[src/rtl/serial_adder.sv]
// Digit-serial adder: WIDTH-bit A + B + C, DIGIT bits per cycle, LSB first, valid/ready on both ends.
// Define SERIAL_ADDER_SUB_EN to add the SUB port (A - B via inverted B and forced carry-in).
`timescale 1ns/1ps
module serial_adder #(
    parameter int WIDTH = 8,
    parameter int DIGIT = 1
) (
    input  logic             CLK,
    input  logic             RST_N,
    input  logic             START_VALID,
    output logic             START_READY,
    input  logic [WIDTH-1:0] A,
    input  logic [WIDTH-1:0] B,
    input  logic             C,
`ifdef SERIAL_ADDER_SUB_EN
    input  logic             SUB,
`endif
    output logic [WIDTH-1:0] SUM,
    output logic             CARRY,
    output logic             OVF,
    output logic             DONE_VALID,
    input  logic             DONE_READY
);

    localparam int N  = WIDTH / DIGIT;
    localparam int CW = (N > 1) ? $clog2(N) : 1;

    typedef enum logic [1:0] {IDLE, RUN, DONE} state_t;

    state_t           state, state_nx;
    logic [WIDTH-1:0] a_r, b_r;
    logic             cy_r;
    logic [CW-1:0]    cnt;
    logic             last;
    logic [DIGIT-1:0] a_d, b_d, s_d;
    logic [DIGIT:0]   cc;
`ifdef SERIAL_ADDER_SUB_EN
    logic             sub_r;
`endif

    assign last = (cnt == CW'(N - 1));
    assign a_d  = a_r[cnt*DIGIT +: DIGIT];
`ifdef SERIAL_ADDER_SUB_EN
    assign b_d  = b_r[cnt*DIGIT +: DIGIT] ^ {DIGIT{sub_r}};
`else
    assign b_d  = b_r[cnt*DIGIT +: DIGIT];
`endif

    // Ripple of one-bit full-adder cells across the current digit.
    assign cc[0] = cy_r;
    for (genvar i = 0; i < DIGIT; i++) begin : g_fa
        assign s_d[i]   = a_d[i] ^ b_d[i] ^ cc[i];
        assign cc[i+1]  = (a_d[i] & b_d[i]) | (cc[i] & (a_d[i] ^ b_d[i]));
    end

    always_ff @(posedge CLK) begin
        if (!RST_N) begin
            state <= IDLE;
            a_r   <= '0;
            b_r   <= '0;
            cy_r  <= 1'b0;
            cnt   <= '0;
            SUM   <= '0;
            CARRY <= 1'b0;
            OVF   <= 1'b0;
`ifdef SERIAL_ADDER_SUB_EN
            sub_r <= 1'b0;
`endif
        end else begin
            state <= state_nx;
            case (state)
                IDLE: if (START_VALID) begin
                    a_r  <= A;
                    b_r  <= B;
                    cnt  <= '0;
`ifdef SERIAL_ADDER_SUB_EN
                    sub_r <= SUB;
                    cy_r  <= SUB ? 1'b1 : C;
`else
                    cy_r  <= C;
`endif
                end
                RUN: begin
                    SUM[cnt*DIGIT +: DIGIT] <= s_d;
                    cy_r <= cc[DIGIT];
                    cnt  <= cnt + 1'b1;
                    // Carry into the MSB is the ripple tap just below the top of the last digit.
                    if (last) begin
                        CARRY <= cc[DIGIT];
                        OVF   <= cc[DIGIT] ^ cc[DIGIT-1];
                    end
                end
                default: ;
            endcase
        end
    end

    always_comb begin
        state_nx    = state;
        START_READY = 1'b0;
        DONE_VALID  = 1'b0;
        case (state)
            IDLE: begin
                START_READY = RST_N;
                if (START_VALID) state_nx = RUN;
            end
            RUN:  if (last) state_nx = DONE;
            DONE: begin
                DONE_VALID = 1'b1;
                if (DONE_READY) state_nx = IDLE;
            end
            default: state_nx = IDLE;
        endcase
    end

endmodule

[config.mk]
export PLATFORM = sky130hd
export DESIGN_NAME = serial_adder
export DESIGN_NICKNAME = d
export VERILOG_FILES = /design/src/rtl/serial_adder.sv
export SDC_FILE = /design/constraint.sdc
export NUM_CORES = 1
export LEC_CHECK = 0
export CAP_MARGIN = 40
export CORE_UTILIZATION = 50
export DETAILED_ROUTE_END_ITERATION = 8
export GPL_TIMING_DRIVEN = 0
export PLACE_DENSITY_LB_ADDON = 0.2
export SYNTH_ARGS = -nofsm -noshare
export SYNTH_HDL_FRONTEND = slang
export SYNTH_SLANG_ARGS = --single-unit
[constraint.sdc]
create_clock -name CLK -period 2.9 [get_ports CLK]
set_input_delay 0.29 -clock CLK [delete_from_list [all_inputs] [get_ports CLK]]
set_output_delay 0.29 -clock CLK [all_outputs]
set_load 0.005 [all_outputs]
# Yosys cells after proc, flatten, opt, wreduce, memory -nomap -nowiden
# Index checks and enable logic that the tools add are counted.
[op_classes] n_shift=4 bitwise_logic=6 n_addsub=2 muxes=11 eq_ne=6 reduce_logical=6
[op_table] operator="3-bit negation with 34-bit output" count=1
[op_table] operator="1-bit by 34-bit variable shift with 8-bit output, first input constant" count=1
[op_table] operator="1-bit by 34-bit indexed part select with 8-bit output" count=1
[op_table] operator="8-bit by 4-bit indexed part select with 1-bit output" count=2
[op_table] operator="8-bit bitwise mux" count=1
[op_table] operator="2-bit two-way mux" count=3
[op_table] operator="2-bit != test, second input constant" count=3
[op_table] operator="2-bit one-hot mux with 3 select lines" count=1
[op_table] operator="3-bit one-hot mux with 2 select lines" count=1
[op_table] operator="2-bit AND reduction" count=3
[op_table] operator="3-bit by 1-bit adder with 3-bit output, second input constant" count=1
[op_table] operator="3-bit equality test, second input constant" count=1
[op_table] operator="1-bit two-way mux" count=3
[op_table] operator="3-bit two-way mux" count=1
[op_table] operator="3-bit AND reduction" count=1
[op_table] operator="1-bit bitwise XOR" count=3
[op_table] operator="1-bit bitwise AND" count=2
[op_table] operator="2-bit by 1-bit equality test with 1-bit output, second input constant" count=1
[op_table] operator="2-bit equality test, second input constant" count=1
[op_table] operator="2-bit logical NOT" count=1
[op_table] operator="1-bit one-hot mux with 2 select lines" count=1
[op_table] operator="2-bit nonzero test" count=1
[op_table] operator="1-bit bitwise OR" count=1
[word_totals] register_bits=32 output_inout_bits=12 in_bits=21 word_cells=43

# Depth between registers and ports, before layout
[logic_depth] depth_word=5 depth_mapped=8 depth_no_buf=6

# Worst setup path before layout
# Ideal clock, no wire load.
[synth_path] path_type="register to register" start="register cnt[1]" end="register SUM[7]" setup_slack_ps=423 synth_period_minus_slack_ps=2477 n_path_buf=1 stages_incl_launch_ff=8 arrival_time_ps=2405 required_ps=2828 cell_sequence="dfxtp_1 > buf_2 > mux4_2 > mux2i_1 > fa_1 > nand2b_1 > or4_4 > mux2i_1"
[synth_between] elab_chain_cells=5 elab_cells_between_ends=8
[synth_lines] element="from (decl)" line="33" source="logic [CW-1:0] cnt;"
[synth_lines] element="from (signal assigned)" line="86" source="cnt <= cnt + 1'b1;"
[synth_lines] element="8-bit by 4-bit indexed part select with 1-bit output, on equally long branches" line="42, 46"
[synth_lines] element="1-bit bitwise XOR (2 in a row)" line="52" source="assign s_d[i] = a_d[i] ^ b_d[i] ^ cc[i];"
[synth_lines] element="1-bit by 34-bit indexed part select with 8-bit output" line="84" source="SUM[cnt*DIGIT +: DIGIT] <= s_d;"
[synth_lines] element="8-bit bitwise mux (*)" line="84"
[synth_lines] element="to (signal assigned)" line="63" source="SUM <= '0;"
[synth_lines] element="to (signal, indexed assignment)" line="84"
[synth_lines] element="to (decl)" line="18" source="output logic [WIDTH-1:0] SUM,"
# Mark *: on every way between the ends. The rest lies on a longest branch, timed or not.
# A chain may end at the register's enable or synchronous reset.

# Worst setup path after layout
# Ends and elaborated chain as after synthesis.

==> out/summary.txt <==
Post-synth EDFFs: 0
H-tree Lvls: 2
Synth unique cells: 32
Initial drt markers: 47
Number of CTS-inserted buffers: 5
Outcome: complete, no violations
Initial antenna violation count: 0
Die width: 58.2 um
WP data required: 3.17 ns
Max-slew violations: 0
Via density: 5.26
CTS tree: built
Core area: 3030 um2
Layout area overhead: 27.7%
Final Hold Vio Count: 0
Setup violations, final: 0
CTS resizes: 0
Syn_area_per_cell: 8.76 um2
Crit path max fanout: 10
Area of the multi-input gates: 841 um2
Yosys top cell area share: 40.6%
Worst vdd ir: 0.000337 V
Ys Warns: 0
Placement Rows: 20
Max-Cap Viols: 0
Largest family of logic cells by synthesized area: simple AND/OR/NAND/NOR gates
Total GRT Usage: 21.5%
Top-count cell post-synth: nand2_1
Slew @ Worst Pin: 0.475 ns
Fmax: 368 MHz
Maximum number of pins on one net before global-route repair: 11
Post-Syn Instances: 180
Initial Utilization: 52.1%
Dpl hpwl: 2510 um
DR WL met2: 1690 um
I/O Pins: 33
Port Buffers: 32
Power density over cell area: 444 nW/um2
Multiplexer area fraction after synthesis: 12.1%
Fin crit period: 2.71 ns
Synthesized cell area: 1580 um2
Nets@finish: 248
Worst-path clk slew: 0.11 ns
Grt ovf: 0
RePlAce Congestion: 0.833
Pre-CTS WS: 0.189 ns
First-pass GRT wire length: 5380 um
Post-route ant nets: 0
CTS sink count: 32
Diodes inserted: 0
Synth top area cells: dfxtp_1 41%, nand2_1 10%, a21oi_1 7.3%, mux2i_1 6.3%, mux4_2 5.7%
Total number of vias: 1389
Final Instance Count excl. Fillers: 264
Die height: 58.2 um
Post-Synth XOR/XNOR Area: 0.556%
TritonRoute pass-1 iters: 4
Slew HR: 68.2%
RSZ-0062 raised after global routing: false
Skew final: 0.00965 ns
Register area: 641 um2
DRC: 0
Crit end category: register
Cell taking the most area after synthesis: dfxtp_1
DR top layer: met4
PnR worst setup slack: 0.186 ns
Bufs on Longest Clock Path: 2
Dominant synthesized flop cell: dfxtp_1
Simple-gate share of the synthesized area: 23.3%
Vias in the first global route: 1247
Routed length on met3: 152 um
Synth async-reset ratio: 0%
Commonest cells in the netlist: 44 x nand2_1, 32 x dfxtp_1, 23 x a21oi_1
WP data arrival: 2.98 ns
Die area: 3380 um2
Layout filler cell count: 272
Register bit total from synthesis: 32
Post-CTS Setup Inserts: 0
Leak Pwr: 0.789 nW
Wire per inst: 12.6 um
Inst Count DP: 256
Hold buffers post-CTS: 0
Layout cells sized above 1: 11.4%
Worst setup SP type: register
Post-Synth Adder-Cell Area: 6.83%
WL met1: 1410 um
Clock latency on the worst-skew pair: 0.34 ns
Final period util: 93.6%
CP Class: reg -> reg
TNS Setup: 0 ns
Post-synthesis compound-gate area fraction: 10.6%
Worst Hold Class: reg -> reg
Register area share after synthesis: 40.6%
WL final: 3320 um
Root buffer cell: clkbuf_4
Synthesized Nets: 209
cell type report:
class	instances	share of cell area (%)
Multi-Input combinational cell	129	41.8
Sequential cell	32	31.8
Clock buffer	6	2.55
Timing Repair Buffer	32	15.9
Buffer	12	3.42
Clock inverter	2	0.497
Tap cell	44	2.73
Inverter	7	1.31
final timing paths:
check                            start  endpoint  slack (ns)  cells past startpoint
worst max-delay path            cnt[1]    SUM[7]        0.19                      7
worst min register to register  b_r[2]    b_r[2]        0.46                      2
worst min-delay path            b_r[2]    b_r[2]        0.46                      2
worst max register to register  cnt[1]    SUM[7]        0.19                      7
cells by family after synthesis:
logic type	count (synthesis)
AO/OA/AOI/OAI	30
XOR/XNOR	1
adder cells (fa/ha/maj)	8
buffers and inverters	19
flip-flops	32
multiplexers	14
AND/OR/NAND/NOR	76
layout by cell type (no fill, tap or decap), types with 2 or more instances in the layout:
master / netlist / layout
clkdlybuf4s50_1: 0 / 32
a21oi_1: 23 / 23
nand2b_1: 2 / 2
nor4b_1: 4 / 4
inv_1: 5 / 5
clkbuf_4: 0 / 5
dfxtp_1: 32 / 32
nand2_1: 44 / 44
buf_2: 4 / 4
mux4_2: 4 / 4
clkbuf_1: 4 / 4
nor3_1: 2 / 2
nand3_1: 5 / 5
inv_2: 2 / 2
nor2b_1: 4 / 4
ha_1: 7 / 7
buf_4: 3 / 3
clkinv_2: 0 / 2
mux2i_1: 10 / 10
nor2_1: 7 / 7
o21ai_0: 2 / 2
nand4_1: 3 / 3
sequential cells by signal, indices dropped and copies added (netlist names):
register  count
b_r           8
a_r           8
state         2
cnt           3
OVF           1
SUM           8
cy_r          1
CARRY         1
per-stage QoR:
stage | util [%] | area [um2] | hold WS [ns] | total power (W)
after global placement | 64.5 | 1950 | 0.443 | 0.000623
after global routing | 66.5 | 2010 | 0.482 | 0.000938
final | 66.5 | 2010 | 0.461 | 0.000895
after detailed placement | 64.5 | 1950 | 0.447 | 0.000629
after CTS | 66.5 | 2010 | 0.462 | 0.000900
after floorplan | - | 1580 | 0.426 | 0.000571
layer usage:
metal  global-route usage [%]  up-vias
met5                        0        -
met2                     36.6       36
met3                     6.03        8
met1                     25.3      649
met4                     9.52        0
li1                         -      696
report_power, final:
| group | leakage [nW] | switching [W] | internal, W |
|---|---|---|---|
| clock | 0.0380 | 0.000162 | 0.000115 |
| combinational | 0.490 | 0.0000742 | 0.0000742 |
| sequential | 0.261 | 0.0000116 | 0.000458 |
critical path: stages (launching register included):
cell,delay [ns]
dfxtp_1,0.40
buf_2,0.28
mux4_2,0.54
mux2i_1,0.21
fa_1,0.48
nand2b_1,0.19
or4_4,0.43
mux2i_1,0.14
(Power assumes the default switching activity.)
